File: config.mk
export PLATFORM = sky130hd
export DESIGN_NAME = outr_serial_tx_flat
export DESIGN_NICKNAME = d
export VERILOG_FILES = /design/src/rtl/outr_serial_tx_if.sv /design/src/rtl/outr_serial_tx.sv /design/src/flat_wrapper.sv
export SDC_FILE = /design/constraint.sdc
export NUM_CORES = 1
export LEC_CHECK = 0
export ABC_AREA = 1
export CAP_MARGIN = 40
export CORE_MARGIN = 2
export CORE_UTILIZATION = 35
export CTS_BUF_LIST = sky130_fd_sc_hd__clkbuf_4
export DETAILED_ROUTE_END_ITERATION = 7
export PLACE_DENSITY_LB_ADDON = 0.3
export SYNTH_ARGS = -nofsm -noshare
export SYNTH_HDL_FRONTEND = slang
export SYNTH_SLANG_ARGS = --single-unit
File: constraint.sdc
create_clock -name clk -period 1.8 [get_ports clk]
set_input_delay 0.45 -clock clk [delete_from_list [all_inputs] [get_ports clk]]
set_output_delay 0.45 -clock clk [all_outputs]
set_load 0.01 [all_outputs]
File: src/rtl/outr_serial_tx_if.sv
// CU-facing load bus of the OUTR stage: load strobe/data toward the stage,
// flag-out, busy and OUTR contents back to the control unit.
interface outr_serial_tx_if;
    logic       out_ld;
    logic [7:0] out_data;
    logic       fgo;
    logic       busy;
    logic [7:0] outr;

    modport master (
        output out_ld,
        output out_data,
        input  fgo,
        input  busy,
        input  outr
    );

    modport slave (
        input  out_ld,
        input  out_data,
        output fgo,
        output busy,
        output outr
    );
endinterface

File: src/rtl/outr_serial_tx.sv
// OUTR register plus 8N1 serial transmitter with FGO flag and IEN-gated irq.
// Define OUTR_PARITY_EN to insert an even-parity bit between data and stop.
module outr_serial_tx #(
    parameter int unsigned CLKS_PER_BIT = 16,
    parameter int unsigned CNT_W        = 12
) (
    input  logic            clk,
    input  logic            reset,
    outr_serial_tx_if.slave bus,
    input  logic            ien_set,
    input  logic            ien_clr,
    output logic            tx,
    output logic            irq
);

    localparam logic [CNT_W-1:0] LAST_CNT = CNT_W'(CLKS_PER_BIT - 1);

    typedef enum logic [2:0] {
        IDLE,
        START,
        DATA,
`ifdef OUTR_PARITY_EN
        PARITY,
`endif
        STOP
    } state_t;

    state_t           state_q, state_d;
    logic [CNT_W-1:0] cnt_q, cnt_d;
    logic [2:0]       idx_q, idx_d;
    logic [7:0]       outr_q, outr_d;
    logic             fgo_q, fgo_d;
    logic             ien_q, ien_d;
    logic             irq_q, irq_d;
    logic             tx_q, tx_d;
    logic             bit_end;

    always_comb begin
        state_d = state_q;
        idx_d   = idx_q;
        outr_d  = outr_q;
        fgo_d   = fgo_q;
        bit_end = (cnt_q == LAST_CNT);
        cnt_d   = (state_q == IDLE || bit_end) ? '0 : cnt_q + CNT_W'(1);

        unique case (state_q)
            IDLE: begin
                idx_d = '0;
                if (bus.out_ld && fgo_q) begin
                    outr_d  = bus.out_data;
                    fgo_d   = 1'b0;
                    state_d = START;
                end
            end
            START: begin
                if (bit_end) begin
                    idx_d   = '0;
                    state_d = DATA;
                end
            end
            DATA: begin
                if (bit_end) begin
                    idx_d = idx_q + 3'd1;
                    if (idx_q == 3'd7) begin
`ifdef OUTR_PARITY_EN
                        state_d = PARITY;
`else
                        state_d = STOP;
`endif
                    end
                end
            end
`ifdef OUTR_PARITY_EN
            PARITY: begin
                if (bit_end) state_d = STOP;
            end
`endif
            STOP: begin
                if (bit_end) begin
                    state_d = IDLE;
                    fgo_d   = 1'b1;
                end
            end
            default: state_d = IDLE;
        endcase

        // clear beats set when both strobes arrive together
        ien_d = ien_q;
        if (ien_clr)      ien_d = 1'b0;
        else if (ien_set) ien_d = 1'b1;
        irq_d = ien_d & fgo_d;

        // tx is registered from next-state values so the line is glitch-free
        unique case (state_d)
            START:   tx_d = 1'b0;
            DATA:    tx_d = outr_d[idx_d];
`ifdef OUTR_PARITY_EN
            PARITY:  tx_d = ^outr_d;
`endif
            default: tx_d = 1'b1;
        endcase
    end

    always_ff @(posedge clk) begin
        if (reset) begin
            state_q <= IDLE;
            cnt_q   <= '0;
            idx_q   <= '0;
            outr_q  <= '0;
            fgo_q   <= 1'b1;
            ien_q   <= 1'b0;
            irq_q   <= 1'b0;
            tx_q    <= 1'b1;
        end else begin
            state_q <= state_d;
            cnt_q   <= cnt_d;
            idx_q   <= idx_d;
            outr_q  <= outr_d;
            fgo_q   <= fgo_d;
            ien_q   <= ien_d;
            irq_q   <= irq_d;
            tx_q    <= tx_d;
        end
    end

    assign tx       = tx_q;
    assign irq      = irq_q;
    assign bus.fgo  = fgo_q;
    assign bus.busy = (state_q != IDLE);
    assign bus.outr = outr_q;

endmodule

File: src/flat_wrapper.sv
// flat-port wrapper written by rule: the top's interface ports become plain ports
module outr_serial_tx_flat 
#(
    parameter int unsigned CLKS_PER_BIT = 16,
    parameter int unsigned CNT_W        = 12
)
  (clk, reset, ien_set, ien_clr, tx, irq, bus_out_ld, bus_out_data, bus_fgo, bus_busy, bus_outr);
  outr_serial_tx_if bus_i ();
  input  logic clk;
  input  logic reset;
  input  logic ien_set;
  input  logic ien_clr;
  output logic tx;
  output logic irq;
  input wire logic [$bits(bus_i.out_ld)-1:0] bus_out_ld;
  input wire logic [$bits(bus_i.out_data)-1:0] bus_out_data;
  output wire logic [$bits(bus_i.fgo)-1:0] bus_fgo;
  output wire logic [$bits(bus_i.busy)-1:0] bus_busy;
  output wire logic [$bits(bus_i.outr)-1:0] bus_outr;
  assign bus_i.out_ld = bus_out_ld;
  assign bus_i.out_data = bus_out_data;
  assign bus_fgo = bus_i.fgo;
  assign bus_busy = bus_i.busy;
  assign bus_outr = bus_i.outr;
  outr_serial_tx #(.CLKS_PER_BIT(CLKS_PER_BIT), .CNT_W(CNT_W)) u_core (.clk(clk), .reset(reset), .bus(bus_i), .ien_set(ien_set), .ien_clr(ien_clr), .tx(tx), .irq(irq));
endmodule
### After elaboration in Yosys (flattened, before gate mapping)

Cells that the tools add are included.

| word-level totals | value |
|---|---|
| output and inout bits | 12 |
| register bits after elaboration | 30 |
| memories | 0 |
| memory bits (read-only) | 0 |
| bits in writable memories | 0 |
| word-level logic and storage cells | 43 |
| latch bits | 0 |
| input port bits | 13 |

| cells by class | value |
|---|---|
| equality and inequality tests | 7 |
| bitwise gates (word level) | 1 |
| $lt $le $gt $ge | 1 |
| muxes and demuxes | 19 |
| shift operators | 0 |
| multipliers | 0 |
| $add $sub $neg | 2 |
| reduce and logical (&&, ||, !) cells | 5 |
| divide/modulo/power cells | 0 |

Operator list:

| cell | number |
|---|---|
| 3-bit 2-to-1 mux | 7 |
| 8-bit 2-to-1 mux | 2 |
| 12-bit by 1-bit adder with 12-bit output (second input constant) | 1 |
| 12-bit by 4-bit == test with 1-bit output (second input constant) | 1 |
| 3-bit case mux with 4 select lines | 1 |
| 3-bit by 2-bit == test with 1-bit output (second input constant) | 3 |
| 3-bit case mux with 3 select lines | 1 |
| 3-bit by 1-bit == test with 1-bit output (second input constant) | 2 |
| 1-bit 2-to-1 mux | 5 |
| 3-bit by 4-bit < comparator with 1-bit output (second input constant) | 1 |
| 1-bit case mux with 2 select lines | 2 |
| 3-bit by 1-bit adder with 3-bit output (second input constant) | 1 |
| 1-bit binary-select mux with 3-bit select | 1 |
| 3-bit == test (second input constant) | 1 |
| 3-bit logical NOT | 1 |
| 3-bit nonzero test | 1 |
| 2-bit OR reduction | 1 |
| 1-bit AND | 1 |
| 1-bit logical AND | 1 |
| 1-bit logical OR | 1 |

### Depth between registers and ports, before layout

Gate-level depths: netlist (run 1).

| depth | value |
|---|---|
| depth after elaboration | 6 |
| depth in mapped cells | 19 |
| depth with buffers taken out | 19 |

### Worst setup path before layout (run 1)

OpenSTA, ideal clock, no wires.

| path | value |
|---|---|
| path kind | flip-flop to flip-flop |
| start point | reg u_core.cnt_q[0] |
| end point | reg u_core.tx_q, in the netlist u_core.tx |
| data required time | 1.691 ns |
| library setup time | 0.109 ns |
| path slack | -0.113 ns |
| stages on the path, launching flop included | 19 |
| data arrival time | 1.804 ns |
| period minus slack after synthesis | 1.913 ns |
| buffers on the path | 0 |
| cells stage by stage | dfxtp_1 > ha_1 > nand2_1 > inv_2 > nand2_1 > inv_2 > nand2_1 > ha_1 > inv_1 > o21ai_0 > nand2_1 > nand2_4 > nand2_1 > o21ai_0 > nand2_1 > nand3_1 > nand3_1 > nand2_1 > inv_1 |

| between the ends | value |
|---|---|
| longest elaborated chain between the ends | 6 |
| elaborated cells between the ends (all ways) | 13 |
| classes of those cells | 3 x eq/ne; 10 x mux |

Ends and longest elaborated chain:

| element | line | RTL |
|---|---|---|
| start, declared | outr_serial_tx.sv:29 | `logic [CNT_W-1:0] cnt_q, cnt_d;` |
| start signal, assigned | outr_serial_tx.sv:116 | `cnt_q <= cnt_d;` |
| 12-bit by 4-bit == test with 1-bit output * | outr_serial_tx.sv:43 | `bit_end = (cnt_q == LAST_CNT);` |
| 3-bit 2-to-1 mux (on tied branches) | outr_serial_tx.sv:62, outr_serial_tx.sv:56 |  |
| 3-bit case mux with 3 select lines | outr_serial_tx.sv:46 | `unique case (state_q)` |
| 1-bit binary-select mux with 3-bit select | outr_serial_tx.sv:96 | `DATA: tx_d = outr_d[idx_d];` |
| 1-bit 2-to-1 mux (not written as such) | outr_serial_tx.sv:96 |  |
| 1-bit case mux with 2 select lines * | outr_serial_tx.sv:94 | `unique case (state_d)` |
| end signal, assigned | outr_serial_tx.sv:122 | `tx_q <= tx_d;` |
| end, declared | outr_serial_tx.sv:35 | `logic tx_q, tx_d;` |

Mark *: on every way between the ends. The rest lies on a longest branch, timed or not. The select of a mux whose other input is x is not followed.
A chain may end at the register's enable or synchronous reset.

### Worst setup path after layout (run 1)

Same ends and word-level chain as after synthesis.

==> flow_summary.json, run 1 <==
{
  "status": "finished, violations left",
  "violations": "negative setup slack",
  "syn_inst": 240,
  "rsz0062_at_grt": "yes",
  "drc": 0,
  "syn_avg_cell_area_um2": 6.678,
  "drt-initial-drc-count": 79,
  "drt_pre_antenna_iters": 4,
  "syn2layout_area_growth_pct": 39.27,
  "maxCapViolCount": 0,
  "yosysSeqAreaShare_pct": 37.47,
  "synth-edff-count": 0,
  "crit_fanout": 7,
  "layout-drive-gt1-share_pct": 26.26,
  "grt_overflow_total": 0,
  "yosysMostFrequentCell": "nand2_1",
  "setup_viol": 2,
  "insertion_delay_ps": 320,
  "finalPower_w": 0.001352,
  "critPathArrivalTime_ps": 2190,
  "core_area_um2": 4384,
  "die-area_um2": 5137,
  "fill_cells": 450,
  "endpoint_kind": "flop",
  "drt-total-wl_um": 3687,
  "clk_path_buf_depth": 2,
  "vias": 1648,
  "final-hold-violation-count": 0,
  "clkTransAtPathRegs_ps": 100,
  "grt_pass1_wl_um": 6389,
  "dp_hpwl_um": 2740,
  "power_density_nw_per_um2": 605.8,
  "clock_tree.root_cell": "clkbuf_4",
  "hold_class": "flop to flop",
  "antenna_found_initial": 0,
  "post_drt_wl_per_cell_um": 10.56,
  "yosysTopAreaCellShare_pct": 37.47,
  "period_minus_slack_ps": 1958,
  "nNetsFinal": 314,
  "post-route-period-util_pct": 108.8,
  "synth.area.top_cells": "dfxtp_1 37%, nand2_1 18%, nand3_1 6.2%",
  "cts_buffers": 5,
  "ios": 25,
  "criticalPathCategory": "flop to flop",
  "worst_slack_ps": -157.7,
  "gp_congestion": 0.7673,
  "yosysUniqueCellTypes": 32,
  "yosys.area.top_type": "dfxtp_1",
  "p_leak_nw": 1.098,
  "track_usage_pct": 15.58,
  "synthFlopType": "dfxtp_1",
  "worst_slew_pin_slew_ps": 677.3,
  "die_h_um": 71.67,
  "final_area_um2": 2232,
  "dp_worst_setup_slack_ps": -197.6,
  "cts_tree": "done",
  "slew_headroom_pct": 54.68,
  "synth_nets": 257,
  "max_freq_mhz": 510.8,
  "grt_max_degree": 15,
  "synth_commonest_cells": "75 x nand2_1, 30 x dfxtp_1, 26 x nor2_1, 25 x inv_1, 20 x nand3_1",
  "io_buffers": 24,
  "dpl_cell_area_um2": 2112,
  "crit_required_ps": 2040,
  "start_util_pct": 36.56,
  "fin_skew_ps": 11.82,
  "syn_area_um2": 1603,
  "postRouteAntennaNets": 0,
  "ys_async_sr_fraction_pct": 0,
  "clock-sinks": 30,
  "ys_ff_latch": 30,
  "worst_setup_path_start_kind": "flop",
  "placementRows": 24,
  "vdd_drop_max_uv": 349.8,
  "finalMaxSlewViolations": 0,
  "via_per_inst": 4.722,
  "synth_warnings": 0,
  "fin_util_pct": 50.91,
  "diodes": 0,
  "fp.dieW_um": 71.67,
  "grt_pass1_vias": 1495,
  "cts_htree_levels": 2
}
sequential cells by signal (all words and copies together) (netlist names):
name,count
u_core.state_q,3
u_core.ien_q,1
u_core.cnt_q,12
u_core.idx_q,3
u_core.bus.fgo,1
u_core.tx,1
u_core.irq,1
u_core.bus.outr,8
worst paths after layout:
| path | slack (ps) | endpoint | cells past startpoint | start |
|---|---|---|---|---|
| setup reg to reg | -160 | u_core.tx | 18 | u_core.cnt_q[0] |
| hold / removal | 520 | u_core.bus.outr[5] | 2 | u_core.bus.outr[5] |
| hold reg to reg | 520 | u_core.bus.outr[5] | 2 | u_core.bus.outr[5] |
| setup / recovery | -160 | u_core.tx | 18 | u_core.cnt_q[0] |
cells by family after synthesis:
| kind of cell | after synthesis | synth area share (%) |
|---|---|---|
| AND/OR/NAND/NOR | 145 | 41.76 |
| buffers and inverters | 35 | 8.743 |
| flip-flops | 30 | 37.47 |
| AO/OA/AOI/OAI | 24 | 8.118 |
| adder cells (fa/ha/maj) | 4 | 3.123 |
| XOR/XNOR | 1 | 0.5465 |
| other | 1 | 0.2340 |
metal layers:
| metal | up-vias | global-route usage [%] | share of wire, % |
|---|---|---|---|
| li1 | 871 | - | - |
| met1 | 743 | 19.45 | 48 |
| met2 | 29 | 25.72 | 46 |
| met3 | 5 | 4.360 | 4.8 |
| met4 | 0 | 5.451 | 1.2 |
| met5 | - | 0 | 0 |
placed cells by master, fill, tap and decap left out, types with 7 or more instances in the layout:
master           count
a21oi_1             11
buf_4               32
clkbuf_4             7
clkdlybuf4s50_1     23
dfxtp_1             25
inv_1               25
nand2_1             69
nand2_2             12
nand3_1             19
nor2_1              20
nor2_2               7
critical path, cell delays in order (launching register included):
cell	delay, ps
dfxtp_2	360
ha_4	140
nand2_2	40
inv_2	50
nand2_2	50
inv_2	60
nand2_2	50
ha_1	270
inv_1	40
o21ai_2	130
nand2_2	100
nand2_4	130
nand2_1	70
o21ai_1	70
nand2_1	60
nand3_1	70
nand3_1	70
nand2_1	70
inv_1	30
area by class of cell:
class	count	area (um^2)	area share [%]
Multi-Input combinational cell	175	917.1	41.09
Sequential cell	30	609.3	27.30
Timing Repair Buffer	56	479.2	21.47
Inverter	29	108.9	4.877
Tap cell	52	65.06	2.915
Clock buffer	7	52.55	2.354
through the flow:
step                hold WS [ps]  cells  setup TNS (ps)
floorplan                  420.3    240          -20.74
global placement           497.0    339          -165.6
detailed placement         495.6    339          -197.6
CTS                        511.9    348          -104.9
global route               553.7    349          -467.7
finish                     517.9    349          -216.8
what timing repair did:
action | CTS | global route
pin swaps | 4 | 14
setup endpoints to repair | 2 | 7
resized for setup | 9 | 12
hold buffers | 0 | 0
setup buffers | 2 | 1
power by group:
group	internal, W	switching (W)
Sequential	0.000684	0.0000164
Combinational	0.000125	0.000127
Clock	0.000177	0.000221
Power figures use the tool's default switching activity.
==> run 2, diff against run 1 <==
--- a/config.mk
+++ b/config.mk
@@ -12,6 +12,8 @@
 export CTS_BUF_LIST = sky130_fd_sc_hd__clkbuf_4
 export DETAILED_ROUTE_END_ITERATION = 7
 export PLACE_DENSITY_LB_ADDON = 0.3
+export RECOVER_POWER = 25
+export REMOVE_ABC_BUFFERS = 1
 export SYNTH_ARGS = -nofsm -noshare
 export SYNTH_HDL_FRONTEND = slang
 export SYNTH_SLANG_ARGS = --single-unit
==> flow_summary.json, run 2 (synthesized netlist as in run 1, its figures left out) <==
{
  "switching_power_w": 0.0003968,
  "criticalPathCategory": "flop to flop",
  "p_comb_share_pct": 17.9,
  "clk_path_buf_depth": 2,
  "hold-worst-slack_ps": 511.9,
  "crit_fanout": 7,
  "clock_tree.root_cell": "clkbuf_4",
  "cts_buffers": 5,
  "vias": 1618,
  "via_per_inst": 4.623,
  "drt-total-wl_um": 3899,
  "rsz0062_at_grt": "yes",
  "grt_max_degree": 15,
  "diodes": 0,
  "postRouteAntennaNets": 0,
  "clkPwrFrac_pct": 30.2,
  "worst_slack_ps": -150.4,
  "gp_congestion": 0.8158,
  "finalMaxSlewViolations": 0,
  "largest_reg_flops": 12,
  "fp.dieW_um": 71.67,
  "hold_class": "flop to flop",
  "layout-drive-gt1-share_pct": 24.50,
  "drc": 0,
  "grt.busiest_layer": "met2",
  "max_freq_mhz": 512.7,
  "track_usage_pct": 16.44,
  "die_h_um": 71.67,
  "insertion_delay_ps": 360,
  "grt_pass1_vias": 1535,
  "dp_hpwl_um": 2891,
  "final_cell_mix": "69 x nand2_1, 31 x buf_4, 27 x dfxtp_1, 24 x nor2_1, 24 x inv_1",
  "die-area_um2": 5137,
  "nNetsFinal": 314,
  "violations": "negative setup slack",
  "largest-register": "u_core.cnt_q",
  "seqPwrFrac_pct": 51.8,
  "antenna_found_initial": 0,
  "core_area_um2": 4384,
  "crit_required_ps": 2070,
  "final_common_cell": "nand2_1",
  "post_drt_wl_per_cell_um": 11.14,
  "swShare_pct": 29.10,
  "clkTransAtPathRegs_ps": 100,
  "drt-initial-drc-count": 43,
  "power_density_nw_per_um2": 611.9,
  "syn2layout_area_growth_pct": 39.03,
  "grtUsageMet1_pct": 20.95,
  "clock-sinks": 30,
  "final-hold-violation-count": 0,
  "critPathArrivalTime_ps": 2220,
  "period_minus_slack_ps": 1950,
  "cts_htree_levels": 2,
  "drt_pre_antenna_iters": 4,
  "placementRows": 24,
  "cts_tree": "done",
  "maxCapViolCount": 0,
  "fill_cells": 440,
  "post-route-period-util_pct": 108.4,
  "met3_usage_pct": 3.376,
  "start_util_pct": 36.56,
  "worst_setup_path_start_kind": "flop",
  "fin_skew_ps": 13.70,
  "endpoint_kind": "flop",
  "ios": 25,
  "io_buffers": 24,
  "vdd_drop_max_uv": 385.1,
  "p_int_w": 0.0009668,
  "grt_overflow_total": 0,
  "status": "finished, violations left",
  "grt_pass1_wl_um": 6582,
  "hold_buffers": 0,
  "finalPower_w": 0.001364,
  "p_leak_nw": 1.097,
  "setup_viol": 1,
  "grt_util_met2_pct": 25.72
}
run 2: worst paths after layout:
kind	from	slack [ps]	cells after the start	to
worst max-delay path	u_core.cnt_q[0]	-150	18	u_core.tx
worst min-delay path	u_core.bus.outr[3]	510	2	u_core.bus.outr[3]
worst max register to register	u_core.cnt_q[0]	-150	18	u_core.tx
worst min register to register	u_core.bus.outr[3]	510	2	u_core.bus.outr[3]
run 2: routing by layer:
metal,vias up,share of wire (%),wire [um]
met2,23,44,1708
met4,0,2.7,106
met3,9,3.8,147
li1,869,-,-
met1,717,50,1936
met5,-,0,0
run 2: final cells by class:
| class | instances | area, um^2 | share of cell area, % |
|---|---|---|---|
| Timing Repair Buffer | 56 | 481.7 | 21.62 |
| Multi-Input combinational cell | 175 | 914.6 | 41.04 |
| Clock inverter | 2 | 8.758 | 0.3930 |
| Clock buffer | 6 | 45.04 | 2.021 |
| Inverter | 29 | 108.9 | 4.885 |
| Tap cell | 52 | 65.06 | 2.920 |
| Sequential cell | 30 | 604.3 | 27.12 |
run 2: worst max-delay path, stage by stage (launching register included):
cell,delay (ps)
dfxtp_2,370
ha_4,140
nand2_2,50
inv_2,60
nand2_2,50
inv_2,60
nand2_2,60
ha_4,260
inv_2,30
o21ai_2,130
nand2_2,100
nand2_4,120
nand2_1,60
o21ai_1,80
nand2_1,70
nand3_1,60
nand3_1,70
nand2_1,70
inv_1,30
run 2: power by group through the flow:
stage | sequential, W | combinational [W] | clock (W)
floorplan | 0.000722 | 0.000106 | 0
global placement | 0.000720 | 0.000229 | 0
detailed placement | 0.000720 | 0.000230 | 0
CTS | 0.000706 | 0.000234 | 0.000423
global route | 0.000711 | 0.000273 | 0.000454
finish | 0.000707 | 0.000244 | 0.000412
run 2: metrics by stage:
| stage | instances | setup slack (ps) | setup TNS [ps] | util (%) | instance area, um^2 |
|---|---|---|---|---|---|
| 3_5_place_dp | 338 | -245.2 | -319.3 | 47.60 | 2087 |
| 6_report | 350 | -150.4 | -150.4 | 50.83 | 2228 |
| 2_1_floorplan | 234 | -113.1 | -113.1 | - | 1572 |
| 4_1_cts | 346 | -121.5 | -121.5 | 49.46 | 2168 |
| 5_1_grt | 350 | -312.5 | -367.6 | 50.83 | 2228 |
| 3_3_place_gp | 338 | -213.3 | -266.5 | 47.60 | 2087 |
run 2: repair_timing:
action | 4_1_cts | 5_1_grt
endpoints found under the hold margin | 0 | 0
resized for setup | 13 | 11
endpoints found under the setup margin | 3 | 3
setup buffers | 0 | 4
pin swaps | 5 | 13
==> run 3, diff against run 2 <==
--- a/config.mk
+++ b/config.mk
@@ -7,7 +7,6 @@
 export LEC_CHECK = 0
 export ABC_AREA = 1
 export CAP_MARGIN = 40
-export CORE_MARGIN = 2
 export CORE_UTILIZATION = 35
 export CTS_BUF_LIST = sky130_fd_sc_hd__clkbuf_4
 export DETAILED_ROUTE_END_ITERATION = 7
==> flow_summary.json, run 3 (synthesized netlist as in run 1, its figures left out) <==
{
  "critPathArrivalTime_ps": 2200,
  "final_cell_mix": "71 x nand2_1, 32 x buf_4, 26 x dfxtp_1, 24 x nor2_1, 24 x inv_1",
  "clk_path_buf_depth": 2,
  "grt_max_degree": 15,
  "ios": 25,
  "fp.dieW_um": 69.67,
  "final-hold-violation-count": 0,
  "die_h_um": 69.67,
  "layout-drive-gt1-share_pct": 23.91,
  "via_per_inst": 4.751,
  "violations": "negative setup slack",
  "maxCapViolCount": 0,
  "clkTransAtPathRegs_ps": 100,
  "finalPower_w": 0.001319,
  "grt_pass1_wl_um": 6679,
  "postRouteAntennaNets": 0,
  "endpoint_kind": "flop",
  "syn2layout_area_growth_pct": 39.03,
  "tns_ps": -186.8,
  "die-area_um2": 4854,
  "dpl_cell_area_um2": 2087,
  "placementRows": 24,
  "nNetsFinal": 315,
  "antenna_found_initial": 0,
  "dp_hpwl_um": 2758,
  "fin_util_pct": 50.83,
  "gp_congestion": 0.8021,
  "track_usage_pct": 17.20,
  "slew_headroom_pct": 55.88,
  "power_density_nw_per_um2": 591.8,
  "criticalPathCategory": "flop to flop",
  "final_common_cell": "nand2_1",
  "diodes": 0,
  "drc": 0,
  "period_minus_slack_ps": 1944,
  "finalMaxSlewViolations": 0,
  "core_area_um2": 4384,
  "rsz0062_at_grt": "yes",
  "largest-register": "u_core.cnt_q",
  "clock_tree.root_cell": "clkbuf_4",
  "fin_skew_ps": 18.42,
  "insertion_delay_ps": 340,
  "grt_pass1_vias": 1484,
  "worst_slack_ps": -143.9,
  "post_drt_wl_per_cell_um": 11.15,
  "cts_tree": "done",
  "grt_overflow_total": 0,
  "vdd_drop_max_uv": 312.1,
  "hold_class": "flop to flop",
  "drt-initial-drc-count": 106,
  "max_freq_mhz": 514.4,
  "post-route-period-util_pct": 108.0,
  "vias": 1658,
  "start_util_pct": 36.56,
  "worst_setup_path_start_kind": "flop",
  "worst_slew_pin_slew_ps": 659.3,
  "clock-sinks": 30,
  "crit_fanout": 7,
  "crit_required_ps": 2050,
  "status": "finished, violations left",
  "cts_buffers": 5,
  "setup_viol": 2,
  "hold-worst-slack_ps": 516.8,
  "final_area_um2": 2228,
  "cts_htree_levels": 2,
  "p_leak_nw": 1.107,
  "drt-total-wl_um": 3891,
  "drt_pre_antenna_iters": 4,
  "io_buffers": 24,
  "largest_reg_flops": 12
}
[run 3: what timing repair did]
action / CTS / global route
endpoints found under the setup margin: 3 / 5
pin swaps: 11 / 15
gates cloned: 0 / 0
hold buffers: 0 / 0
buffers inserted: 4 / 5
resized for setup: 17 / 8
[run 3: final timing paths]
check,start,end,slack (ps),cells after the start
max,u_core.cnt_q[0],u_core.tx,-140,18
min,u_core.bus.outr[7],u_core.bus.outr[7],520,2
max reg2reg,u_core.cnt_q[0],u_core.tx,-140,18
min reg2reg,u_core.bus.outr[7],u_core.bus.outr[7],520,2
[run 3: metal layers]
| metal | GRT usage (%) | vias to the layer above | part of all wire [%] | wire (um) |
|---|---|---|---|---|
| met5 | 0 | - | 0 | 0 |
| met4 | 8.000 | 0 | 2.0 | 78 |
| met3 | 4.506 | 7 | 5.4 | 212 |
| met2 | 24.81 | 44 | 44 | 1696 |
| met1 | 23.87 | 735 | 49 | 1904 |
| li1 | - | 872 | - | - |
[run 3: final cells by class]
cell class | instances | area, um^2
Clock inverter | 1 | 3.754
Fill cell | 447 | 2156
Sequential cell | 30 | 608.1
Tap cell | 52 | 65.06
Timing Repair Buffer | 57 | 490.5
Inverter | 29 | 108.9
Multi-Input combinational cell | 175 | 914.6
Clock buffer | 5 | 37.54
[run 3: critical path: stages, from the launching register on]
cell and delay [ps]:
dfxtp_2 360, ha_4 140, nand2_2 50, inv_2 60, nand2_2 50, inv_2 60
nand2_2 60, ha_4 270, inv_2 30, o21ai_2 140, nand2_2 100, nand2_4 100
nand2_1 50, o21ai_1 80, nand2_1 70, nand3_1 80, nand3_1 60, nand2_1 60
inv_1 30
[run 3: report_power, final]
| part | internal (W) | switching, W | leakage [nW] | total (W) |
|---|---|---|---|---|
| Sequential | 0.000686 | 0.0000184 | 0.245 | 0.000704 |
| Clock | 0.000133 | 0.000225 | 0.0246 | 0.000358 |
| Combinational | 0.000128 | 0.000128 | 0.837 | 0.000256 |
[run 3: metrics by stage]
stage	setup WS, ps	instances
3_3_place_gp	-194.8	338
5_1_grt	-299.8	349
3_5_place_dp	-227.3	338
4_1_cts	-119.5	348
6_report	-143.9	349
2_1_floorplan	-113.1	234
